## config.mk

```make
export PLATFORM = sky130hd
export DESIGN_NAME = auto_drive_ctrl_flat
export DESIGN_NICKNAME = d
export VERILOG_FILES = /design/src/rtl/auto_drive_ctrl_if.sv /design/src/rtl/auto_drive_ctrl.sv /design/src/flat_wrapper.sv
export SDC_FILE = /design/constraint.sdc
export NUM_CORES = 1
export LEC_CHECK = 0
export ABC_AREA = 1
export BUFFER_PORTS_ARGS = -buffer_cell sky130_fd_sc_hd__buf_2
export CAP_MARGIN = 10
export CORE_UTILIZATION = 30
export CTS_CLUSTER_DIAMETER = 150
export DETAILED_ROUTE_END_ITERATION = 10
export PLACE_DENSITY = 0.45
export SETUP_SLACK_MARGIN = 0.02
export SYNTH_ARGS = -nofsm -noshare
export SYNTH_HDL_FRONTEND = slang
export SYNTH_SLANG_ARGS = --single-unit
```

## constraint.sdc

```tcl
create_clock -name sys_clk -period 2.2 [get_ports sys_clk]
set_input_delay 0 -clock sys_clk [delete_from_list [all_inputs] [get_ports sys_clk]]
set_output_delay 0 -clock sys_clk [all_outputs]
set_load 0.01 [all_outputs]
```

## src/rtl/auto_drive_ctrl_if.sv

```systemverilog
// Bundle of the semi-auto drive controller's mode, sensor, button and status signals.
// The controller connects through the slave modport; the stimulus side uses the master modport.
interface auto_drive_ctrl_if;
   logic       enable;
   logic       front_detector;
   logic       left_detector;
   logic       right_detector;
   logic       back_detector;
   logic       cmd_forward;
   logic       cmd_left;
   logic       cmd_right;
   logic       cmd_back;
   logic [3:0] moving_state;
   logic       busy;
   logic [2:0] state_code;
   logic [7:0] decision_cnt;

   modport master (
      output enable, front_detector, left_detector, right_detector, back_detector,
      output cmd_forward, cmd_left, cmd_right, cmd_back,
      input  moving_state, busy, state_code, decision_cnt
   );

   modport slave (
      input  enable, front_detector, left_detector, right_detector, back_detector,
      input  cmd_forward, cmd_left, cmd_right, cmd_back,
      output moving_state, busy, state_code, decision_cnt
   );
endinterface

```

## src/rtl/auto_drive_ctrl.sv

```systemverilog
// Semi-automatic drive controller: settles, decides a move from the obstacle
// detectors, times forward steps and turns, and waits for user buttons when ambiguous.
module auto_drive_ctrl #(
   parameter int SETTLE_CYCLES = 10_000_000,
   parameter int TURN_CYCLES   = 90_000_000,
   parameter int STEP_CYCLES   = 50_000_000
) (
   input  logic             sys_clk,
   input  logic             rst,
   auto_drive_ctrl_if.slave bus
);

   localparam logic [2:0] IDLE      = 3'd0;
   localparam logic [2:0] SETTLE    = 3'd1;
   localparam logic [2:0] FWD       = 3'd2;
   localparam logic [2:0] WAIT_CMD  = 3'd3;
   localparam logic [2:0] TURN_L    = 3'd4;
   localparam logic [2:0] TURN_R    = 3'd5;
   localparam logic [2:0] TURN_BACK = 3'd6;

   localparam logic [31:0] SETTLE_LAST = 32'(SETTLE_CYCLES - 1);
   localparam logic [31:0] STEP_LAST   = 32'(STEP_CYCLES - 1);
   localparam logic [31:0] TURN_LAST   = 32'(TURN_CYCLES - 1);
   localparam logic [31:0] BACK_LAST   = 32'(2 * TURN_CYCLES - 1);

   logic [2:0]  r_state;
   logic [31:0] r_cnt;
   logic [3:0]  r_moving;
   logic [7:0]  r_dec_cnt;
   logic [3:0]  r_cmd_prev;

   logic [2:0]  w_next;
   logic [3:0]  w_moving_next;
   logic        w_decide;
   logic        w_timed;
   logic [3:0]  w_cmd;
   logic [3:0]  w_edge;
   logic [2:0]  w_flr;
   logic        w_unused_back;

   // Command bit order: 0 forward, 1 left, 2 right, 3 back.
   assign w_cmd  = {bus.cmd_back, bus.cmd_right, bus.cmd_left, bus.cmd_forward};
   assign w_edge = w_cmd & ~r_cmd_prev;
   assign w_flr  = {bus.front_detector, bus.left_detector, bus.right_detector};
   assign w_unused_back = bus.back_detector;

   assign w_timed = (r_state == SETTLE) || (r_state == FWD) || (r_state == TURN_L) ||
                    (r_state == TURN_R) || (r_state == TURN_BACK);

   always_comb begin
      w_next   = r_state;
      w_decide = 1'b0;
      if (!bus.enable) begin
         w_next = IDLE;
      end else begin
         case (r_state)
            IDLE: w_next = SETTLE;
            SETTLE: begin
               if (r_cnt == SETTLE_LAST) begin
                  w_decide = 1'b1;
                  case (w_flr)
                     3'b011:  w_next = FWD;
                     3'b111:  w_next = TURN_BACK;
                     3'b101:  w_next = TURN_L;
                     3'b110:  w_next = TURN_R;
                     default: w_next = WAIT_CMD;
                  endcase
               end
            end
            FWD: begin
               if (bus.front_detector || (r_cnt == STEP_LAST)) w_next = SETTLE;
            end
            WAIT_CMD: begin
               // Blocked directions fall through to the next lower-priority button.
               if (w_edge[0] && !bus.front_detector)      w_next = FWD;
               else if (w_edge[1] && !bus.left_detector)  w_next = TURN_L;
               else if (w_edge[2] && !bus.right_detector) w_next = TURN_R;
               else if (w_edge[3])                        w_next = TURN_BACK;
               w_decide = (w_next != WAIT_CMD);
            end
            TURN_L, TURN_R: begin
               if (r_cnt == TURN_LAST) w_next = FWD;
            end
            TURN_BACK: begin
               if (r_cnt == BACK_LAST) w_next = FWD;
            end
            default: w_next = IDLE;
         endcase
      end
   end

   always_comb begin
      case (w_next)
         FWD:               w_moving_next = 4'b0001;
         TURN_L, TURN_BACK: w_moving_next = 4'b0100;
         TURN_R:            w_moving_next = 4'b1000;
         default:           w_moving_next = 4'b0000;
      endcase
   end

   always_ff @(posedge sys_clk) begin
      if (rst) begin
         r_state    <= IDLE;
         r_cnt      <= 32'd0;
         r_moving   <= 4'b0000;
         r_dec_cnt  <= 8'd0;
         r_cmd_prev <= 4'b0000;
      end else begin
         r_state    <= w_next;
         r_moving   <= w_moving_next;
         r_cmd_prev <= w_cmd;
         if (w_next != r_state)
            r_cnt <= 32'd0;
         else if (w_timed)
            r_cnt <= r_cnt + 32'd1;
         if (w_decide)
            r_dec_cnt <= r_dec_cnt + 8'd1;
      end
   end

   assign bus.moving_state = r_moving;
   assign bus.state_code   = r_state;
   assign bus.decision_cnt = r_dec_cnt;
   assign bus.busy         = w_timed;

endmodule
```

## src/flat_wrapper.sv

```systemverilog
// flat-port wrapper written by rule: the top's interface ports become plain ports
module auto_drive_ctrl_flat 
#(
   parameter int SETTLE_CYCLES = 10_000_000,
   parameter int TURN_CYCLES   = 90_000_000,
   parameter int STEP_CYCLES   = 50_000_000
)
  (sys_clk, rst, bus_enable, bus_front_detector, bus_left_detector, bus_right_detector, bus_back_detector, bus_cmd_forward, bus_cmd_left, bus_cmd_right, bus_cmd_back, bus_moving_state, bus_busy, bus_state_code, bus_decision_cnt);
  auto_drive_ctrl_if bus_i ();
  input  logic sys_clk;
  input  logic rst;
  input wire logic [$bits(bus_i.enable)-1:0] bus_enable;
  input wire logic [$bits(bus_i.front_detector)-1:0] bus_front_detector;
  input wire logic [$bits(bus_i.left_detector)-1:0] bus_left_detector;
  input wire logic [$bits(bus_i.right_detector)-1:0] bus_right_detector;
  input wire logic [$bits(bus_i.back_detector)-1:0] bus_back_detector;
  input wire logic [$bits(bus_i.cmd_forward)-1:0] bus_cmd_forward;
  input wire logic [$bits(bus_i.cmd_left)-1:0] bus_cmd_left;
  input wire logic [$bits(bus_i.cmd_right)-1:0] bus_cmd_right;
  input wire logic [$bits(bus_i.cmd_back)-1:0] bus_cmd_back;
  output wire logic [$bits(bus_i.moving_state)-1:0] bus_moving_state;
  output wire logic [$bits(bus_i.busy)-1:0] bus_busy;
  output wire logic [$bits(bus_i.state_code)-1:0] bus_state_code;
  output wire logic [$bits(bus_i.decision_cnt)-1:0] bus_decision_cnt;
  assign bus_i.enable = bus_enable;
  assign bus_i.front_detector = bus_front_detector;
  assign bus_i.left_detector = bus_left_detector;
  assign bus_i.right_detector = bus_right_detector;
  assign bus_i.back_detector = bus_back_detector;
  assign bus_i.cmd_forward = bus_cmd_forward;
  assign bus_i.cmd_left = bus_cmd_left;
  assign bus_i.cmd_right = bus_cmd_right;
  assign bus_i.cmd_back = bus_cmd_back;
  assign bus_moving_state = bus_i.moving_state;
  assign bus_busy = bus_i.busy;
  assign bus_state_code = bus_i.state_code;
  assign bus_decision_cnt = bus_i.decision_cnt;
  auto_drive_ctrl #(.SETTLE_CYCLES(SETTLE_CYCLES), .TURN_CYCLES(TURN_CYCLES), .STEP_CYCLES(STEP_CYCLES)) u_core (.sys_clk(sys_clk), .rst(rst), .bus(bus_i));
endmodule
```

==> flow_summary.json, run 1 <==
{
  "maxCapViolations": 0,
  "synth_ff_type": "dfxtp_1",
  "hp-class": "input pin to flop",
  "clk_root_buffer_cell": "clkbuf_8",
  "globalplace.congestion": 0.872,
  "hold_violations": 0,
  "io_pins": 27,
  "placed_cells": 652,
  "antenna_found_initial": 0,
  "cp_cell_sequence": "ha_4, nand2_4, nor2_4, nand2_4, nor2_2, nand2_1, nand2_1, nand4_1, nand2_2, nand3_2, nand2_2, nand3_4, clkbuf_16, nor2_4",
  "rsz0062_at_grt": "yes",
  "syn_area_um2": 3370,
  "grt_pass1_wl_mm": 13.4,
  "num_vias": 3002,
  "drt-pass1-iter-count": 4,
  "crit_cells": 14,
  "h-tree-depth": 2,
  "ff2ff_path_depth": 14,
  "die_x_um": 108,
  "grt_max_degree": 15,
  "r2r-start": "u_core.r_cnt[1]",
  "cts_made_buffers": 5,
  "drt_iter0_drc": 103,
  "clock_latency_ns": 0.32,
  "mostFrequentLayoutCells": "nand2_1 (106), nor2_1 (69), inv_1 (52)",
  "r2r_end": "u_core.r_cnt[17]",
  "io_buffers": 24,
  "worstPathMaxFanout": 6,
  "fmax_ghz": 0.494,
  "antenna-diode-count": 0,
  "syn_nets": 497,
  "ff2ff_setup_slack_ns": 0.18,
  "grt_overflow": 0,
  "synth_top_area_share": 0.297,
  "slowest_delay_ns": 0.38,
  "final_common_cell": "nand2_1",
  "status": "complete, no violations",
  "wirelength_mm": 8.49,
  "dpl_cell_area_um2": 3710,
  "drc": 0,
  "drv_slew": 0,
  "synth_seq_cells": 50,
  "p_leak_nw": 1.54,
  "crit_buf_inv": 1,
  "start_util": 0.310,
  "avgSynthCellArea_um2": 6.97,
  "slowest_stage": "dfxtp_4",
  "final_cells": 674,
  "layout.nets": 547,
  "p_per_area_nw_per_um2": 423,
  "cts_tree": "done",
  "arrival_ns": 2.28,
  "dieArea_um2": 11700,
  "ant_nets": 0,
  "areaGrowthSynthToFinish_pct": 23.0,
  "rows": 38,
  "grt_pass1_vias": 2755,
  "peakVddDrop_v": 0.000235,
  "ys_seq_area_frac": 0.297,
  "clockBufferDepth": 2,
  "ys_types": 31,
  "pre_cts_ws_ns": 0.0812,
  "yosysTopAreaCell": "dfxtp_1",
  "post-route-min-period_ns": 2.02,
  "synth_warnings": 0,
  "cpLargestDelayFamily": "simple AND/OR/NAND/NOR gates",
  "design_area_um2": 4150,
  "wl_per_cell_um": 12.6,
  "worst_setup_path_end_kind": "flop",
  "dp_hpwl_mm": 6.35,
  "setup-violations-final": 0,
  "async_flop_share": 0,
  "setup.worst_path.end": "u_core.r_cnt[17]",
  "vias_per_cell": 4.45,
  "cts.sinks": 50,
  "synthCells": 484,
  "cp.required_ns": 2.45,
  "yosys-top-cells-area": "dfxtp_1 (30%), nand2_1 (13%), nor2_4 (12%)",
  "final.setup_skew_ns": 0.00913,
  "die-height_um": 108,
  "finalCritPeriodShare": 0.920,
  "drive_gt1_frac": 0.309,
  "grt_usage": 0.151,
  "setup_slack_ns": 0.176,
  "crit_path_start_kind": "flop",
  "core_area_um2": 10900,
  "synth_edf_count": 0,
  "crit_type": "flop to flop",
  "startpoint": "u_core.r_cnt[1]",
  "clkTransAtPathRegs_ns": 0.09
}
## report_power, final
part | leakage [nW] | internal [W] | switching, W
Combinational | 1.07 | 0.0000635 | 0.0000896
Clock | 0.0573 | 0.000365 | 0.000328
Sequential | 0.414 | 0.000905 | 0.00000320
Total | 1.54 | 0.00133 | 0.000420
## what timing repair did
item,in CTS,in global routing
buffers inserted,0,4
gates resized for setup,0,58
endpoints found under the setup margin,0,40
hold endpoints to repair,6,0
hold buffers,9,0
## layout make-up
type / count / area, µm²
tap: 140 / 175
inverter: 64 / 240
sequential: 50 / 1030
timing repair buffer: 53 / 437
multi-input combinational: 360 / 2150
fill: 1167 / 6740
clock buffer: 6 / 82.6
clock inverter: 1 / 30.0
## per-stage QoR
| step | total power (W) | utilization | TNS (ns) | hold WS, ns |
|---|---|---|---|---|
| floorplan | 0.00103 | - | 0 | 0.0793 |
| global placement | 0.00106 | 0.341 | 0 | 0.215 |
| detailed placement | 0.00106 | 0.341 | 0 | 0.221 |
| CTS | 0.00177 | 0.360 | 0 | 0.00475 |
| global route | 0.00183 | 0.381 | -0.000290 | 0.0325 |
| finish | 0.00175 | 0.381 | 0 | 0.0173 |
## flip-flops by register name, indices dropped and copies added, names as in the netlist
| name | count |
|---|---|
| u_core.r_cmd_prev | 4 |
| u_core.bus.moving_state | 3 |
| u_core.bus.decision_cnt | 8 |
| u_core.r_cnt | 32 |
| u_core.bus.state_code | 3 |
## metal layers
metal / GRT usage / vias up / part of all wire
met5: 0 / - / 0
met4: 0.0548 / 0 / 0.025
met3: 0.0344 / 17 / 0.048
met2: 0.226 / 59 / 0.43
met1: 0.209 / 1344 / 0.50
li1: - / 1582 / -
## cell usage after synthesis, types with 3 or more instances
cell	n
a21oi_1	10
buf_12	3
buf_2	5
dfxtp_1	50
inv_1	55
inv_2	8
nand2_1	114
nand2_2	10
nand3_1	21
nand3_2	3
nand4_1	11
nor2_1	81
nor2_2	5
nor2_4	35
nor3_1	13
o21ai_0	8
xnor2_1	5
xor2_1	29
## worst min-delay path by stage
stage / from / end / slack [ns] / depth (start not counted)
after detailed placement: bus_cmd_right / u_core.r_cmd_prev[2] / 0.22 / 3
after global routing: bus_enable / u_core.bus.state_code[1] / 0.03 / 3
final: bus_enable / u_core.bus.state_code[1] / 0.02 / 3
after CTS: bus_enable / u_core.bus.state_code[1] / 0.005 / 3
after global placement: bus_cmd_right / u_core.r_cmd_prev[2] / 0.21 / 3
after floorplan: rst / u_core.bus.moving_state[2] / 0.08 / 1
## cells by family (layout without fill, tap and decap cells)
logic type / Yosys count / in the layout / share of synthesized area
adder cells (fa/ha/maj): 2 / 2 / 0.00742
buffers and inverters: 74 / 124 / 0.0998
AO/OA/AOI/OAI: 19 / 19 / 0.0293
multiplexers: 1 / 1 / 0.00297
flip-flops: 50 / 50 / 0.297
XOR/XNOR: 34 / 34 / 0.0883
AND/OR/NAND/NOR: 303 / 303 / 0.474
other: 1 / 1 / 0.00111
## worst register-to-register path, stage by stage, from the launching register on
cell       delay, ns
dfxtp_4         0.38
ha_4            0.15
nand2_4         0.07
nor2_4          0.13
nand2_4         0.08
nor2_2          0.11
nand2_1         0.09
nand2_1         0.06
nand4_1         0.12
nand2_2         0.13
nand3_2         0.07
nand2_2         0.08
nand3_4         0.17
clkbuf_16       0.24
nor2_4          0.07
Note: power is estimated with default switching activity, not from simulation.
==> run 2, diff against run 1 <==
GPL_ROUTABILITY_DRIVEN = 0   (was unset)
HOLD_SLACK_MARGIN = 0.08   (was unset)
clock period = 2 ns   (was 2.2 ns; I/O delays follow)
==> run 2 against run 1 <==
- combinational power increased by 14%
- non-clock buffer count up 51
- die area stayed put
- critical path depth rose by 1
- worst hold slack improved by 0.31 ns
- largest power group unchanged
- clock skew increased by 0.0054 ns
==> flow_summary.json, run 2 (synthesis gave the netlist of run 1 again) <==
{
  "status": "complete, no violations",
  "multi_input_area_um2": 2210,
  "drt_iter0_drc": 158,
  "ff2ff_path_depth": 15,
  "mostFrequentLayoutCells": "nand2_1 (98), nor2_1 (64), buf_4 (63)",
  "layout.nets": 598,
  "top_register": "u_core.r_cnt",
  "cts.sinks": 50,
  "final_common_cell": "nand2_1",
  "start_util": 0.310,
  "register_area_um2": 1040,
  "placed_cells": 698,
  "setup.worst_path.end": "u_core.r_cnt[22]",
  "drt-pass1-iter-count": 4,
  "dpl_cell_area_um2": 4050,
  "startpoint": "u_core.r_cnt[22]",
  "io_pins": 27,
  "cts_tree": "done",
  "clock_latency_ns": 0.33,
  "h-tree-depth": 2,
  "fmax_ghz": 0.501,
  "crit_type": "flop to flop",
  "dp_hpwl_mm": 6.91,
  "grt_overflow": 0,
  "areaGrowthSynthToFinish_pct": 36.4,
  "setup-violations-final": 0,
  "arrival_ns": 2.27,
  "antenna_found_initial": 0,
  "whs_path_depth": 8,
  "holdWs_ns": 0.323,
  "clkTransAtPathRegs_ns": 0.11,
  "p_per_area_nw_per_um2": 424,
  "clk_root_buffer_cell": "clkbuf_8",
  "die-height_um": 108,
  "cts_made_buffers": 5,
  "maxCapViolations": 0,
  "antenna-diode-count": 0,
  "rsz0062_at_grt": "yes",
  "clockBufferDepth": 2,
  "peakVddDrop_v": 0.000448,
  "grt_max_degree": 18,
  "largest_reg_flops": 32,
  "ff2ff_setup_slack_ns": 0.002,
  "crit_path_start_kind": "flop",
  "drc": 0,
  "hp-class": "input pin to flop",
  "vias_per_cell": 4.41,
  "core_area_um2": 10900,
  "cp.required_ns": 2.27,
  "hold_violations": 0,
  "grt_pass1_vias": 3147,
  "r2r_end": "u_core.r_cnt[22]",
  "final_cells": 726,
  "drive_gt1_frac": 0.403,
  "wl_per_cell_um": 12.7,
  "ant_nets": 0,
  "r2r-start": "u_core.r_cnt[22]",
  "post-route-min-period_ns": 2.00,
  "worstPathMaxFanout": 6,
  "die_x_um": 108,
  "p_leak_nw": 1.82,
  "io_buffers": 24,
  "worst_setup_path_end_kind": "flop",
  "rows": 38,
  "design_area_um2": 4600,
  "fillers": 1125,
  "num_vias": 3201,
  "grt_pass1_wl_mm": 15.0,
  "dieArea_um2": 11700,
  "final.setup_skew_ns": 0.0146,
  "wirelength_mm": 9.20,
  "grt_usage": 0.167,
  "finalCritPeriodShare": 0.999,
  "drv_slew": 0
}
run 2: power breakdown:
group / switching, W / total, W / internal, W
combinational: 0.000100 / 0.000175 / 0.0000751
sequential: 0.00000438 / 0.000999 / 0.000995
clock: 0.000395 / 0.000775 / 0.000380
total: 0.000499 / 0.00195 / 0.00145
run 2: metrics by stage:
stage	setup WS (ns)	power, W	util	setup TNS (ns)
after global routing	-0.151	0.00204	0.423	-4.22
after CTS	-0.0152	0.00199	0.399	-0.0215
after floorplan	0.104	0.00113	-	0
final	0.00248	0.00195	0.423	0
after global placement	-0.0471	0.00117	0.372	-0.805
after detailed placement	-0.0387	0.00117	0.372	-0.505
run 2: final cells by class:
cell class,count,area share
multi-input combinational,360,0.479
clock buffer,5,0.0150
timing repair buffer,104,0.178
inverter,64,0.0528
tap,140,0.0381
sequential,50,0.226
clock inverter,3,0.0103
run 2: repair_timing:
action	CTS	global route
hold endpoints to repair	14	0
setup endpoints to repair	33	40
hold buffers	10	0
resized for setup	17	74
buffers inserted	1	7
cloned	1	1
pin swaps	0	35
run 2: critical path: stages, from the launching register on:
cell and delay [ns]:
dfxtp_4 0.39, inv_4 0.06, nand2_4 0.05, nor2_4 0.17
buf_6 0.13, nand2_4 0.04, nor2_4 0.10, nand2_1 0.05
nand2_1 0.05, nand4_1 0.13, nand2_2 0.12, nand3_2 0.06
nand2_2 0.09, nand3_4 0.18, clkbuf_16 0.24, nor2_4 0.07
run 2: routing by layer:
layer | track usage | routed length [µm]
met4 | 0.0440 | 109
met1 | 0.228 | 4690
met3 | 0.0265 | 252
met5 | 0 | 0
met2 | 0.273 | 4150
run 2: worst min-delay path by stage:
stage / slack (ns) / startpoint / end
detailed placement: 0.22 / bus_cmd_right / u_core.r_cmd_prev[2]
global route: 0.40 / bus_left_detector / u_core.bus.state_code[1]
floorplan: 0.08 / rst / u_core.bus.moving_state[2]
finish: 0.32 / bus_left_detector / u_core.bus.state_code[1]
CTS: 0.27 / bus_front_detector / u_core.bus.moving_state[2]
global placement: 0.22 / bus_cmd_right / u_core.r_cmd_prev[2]
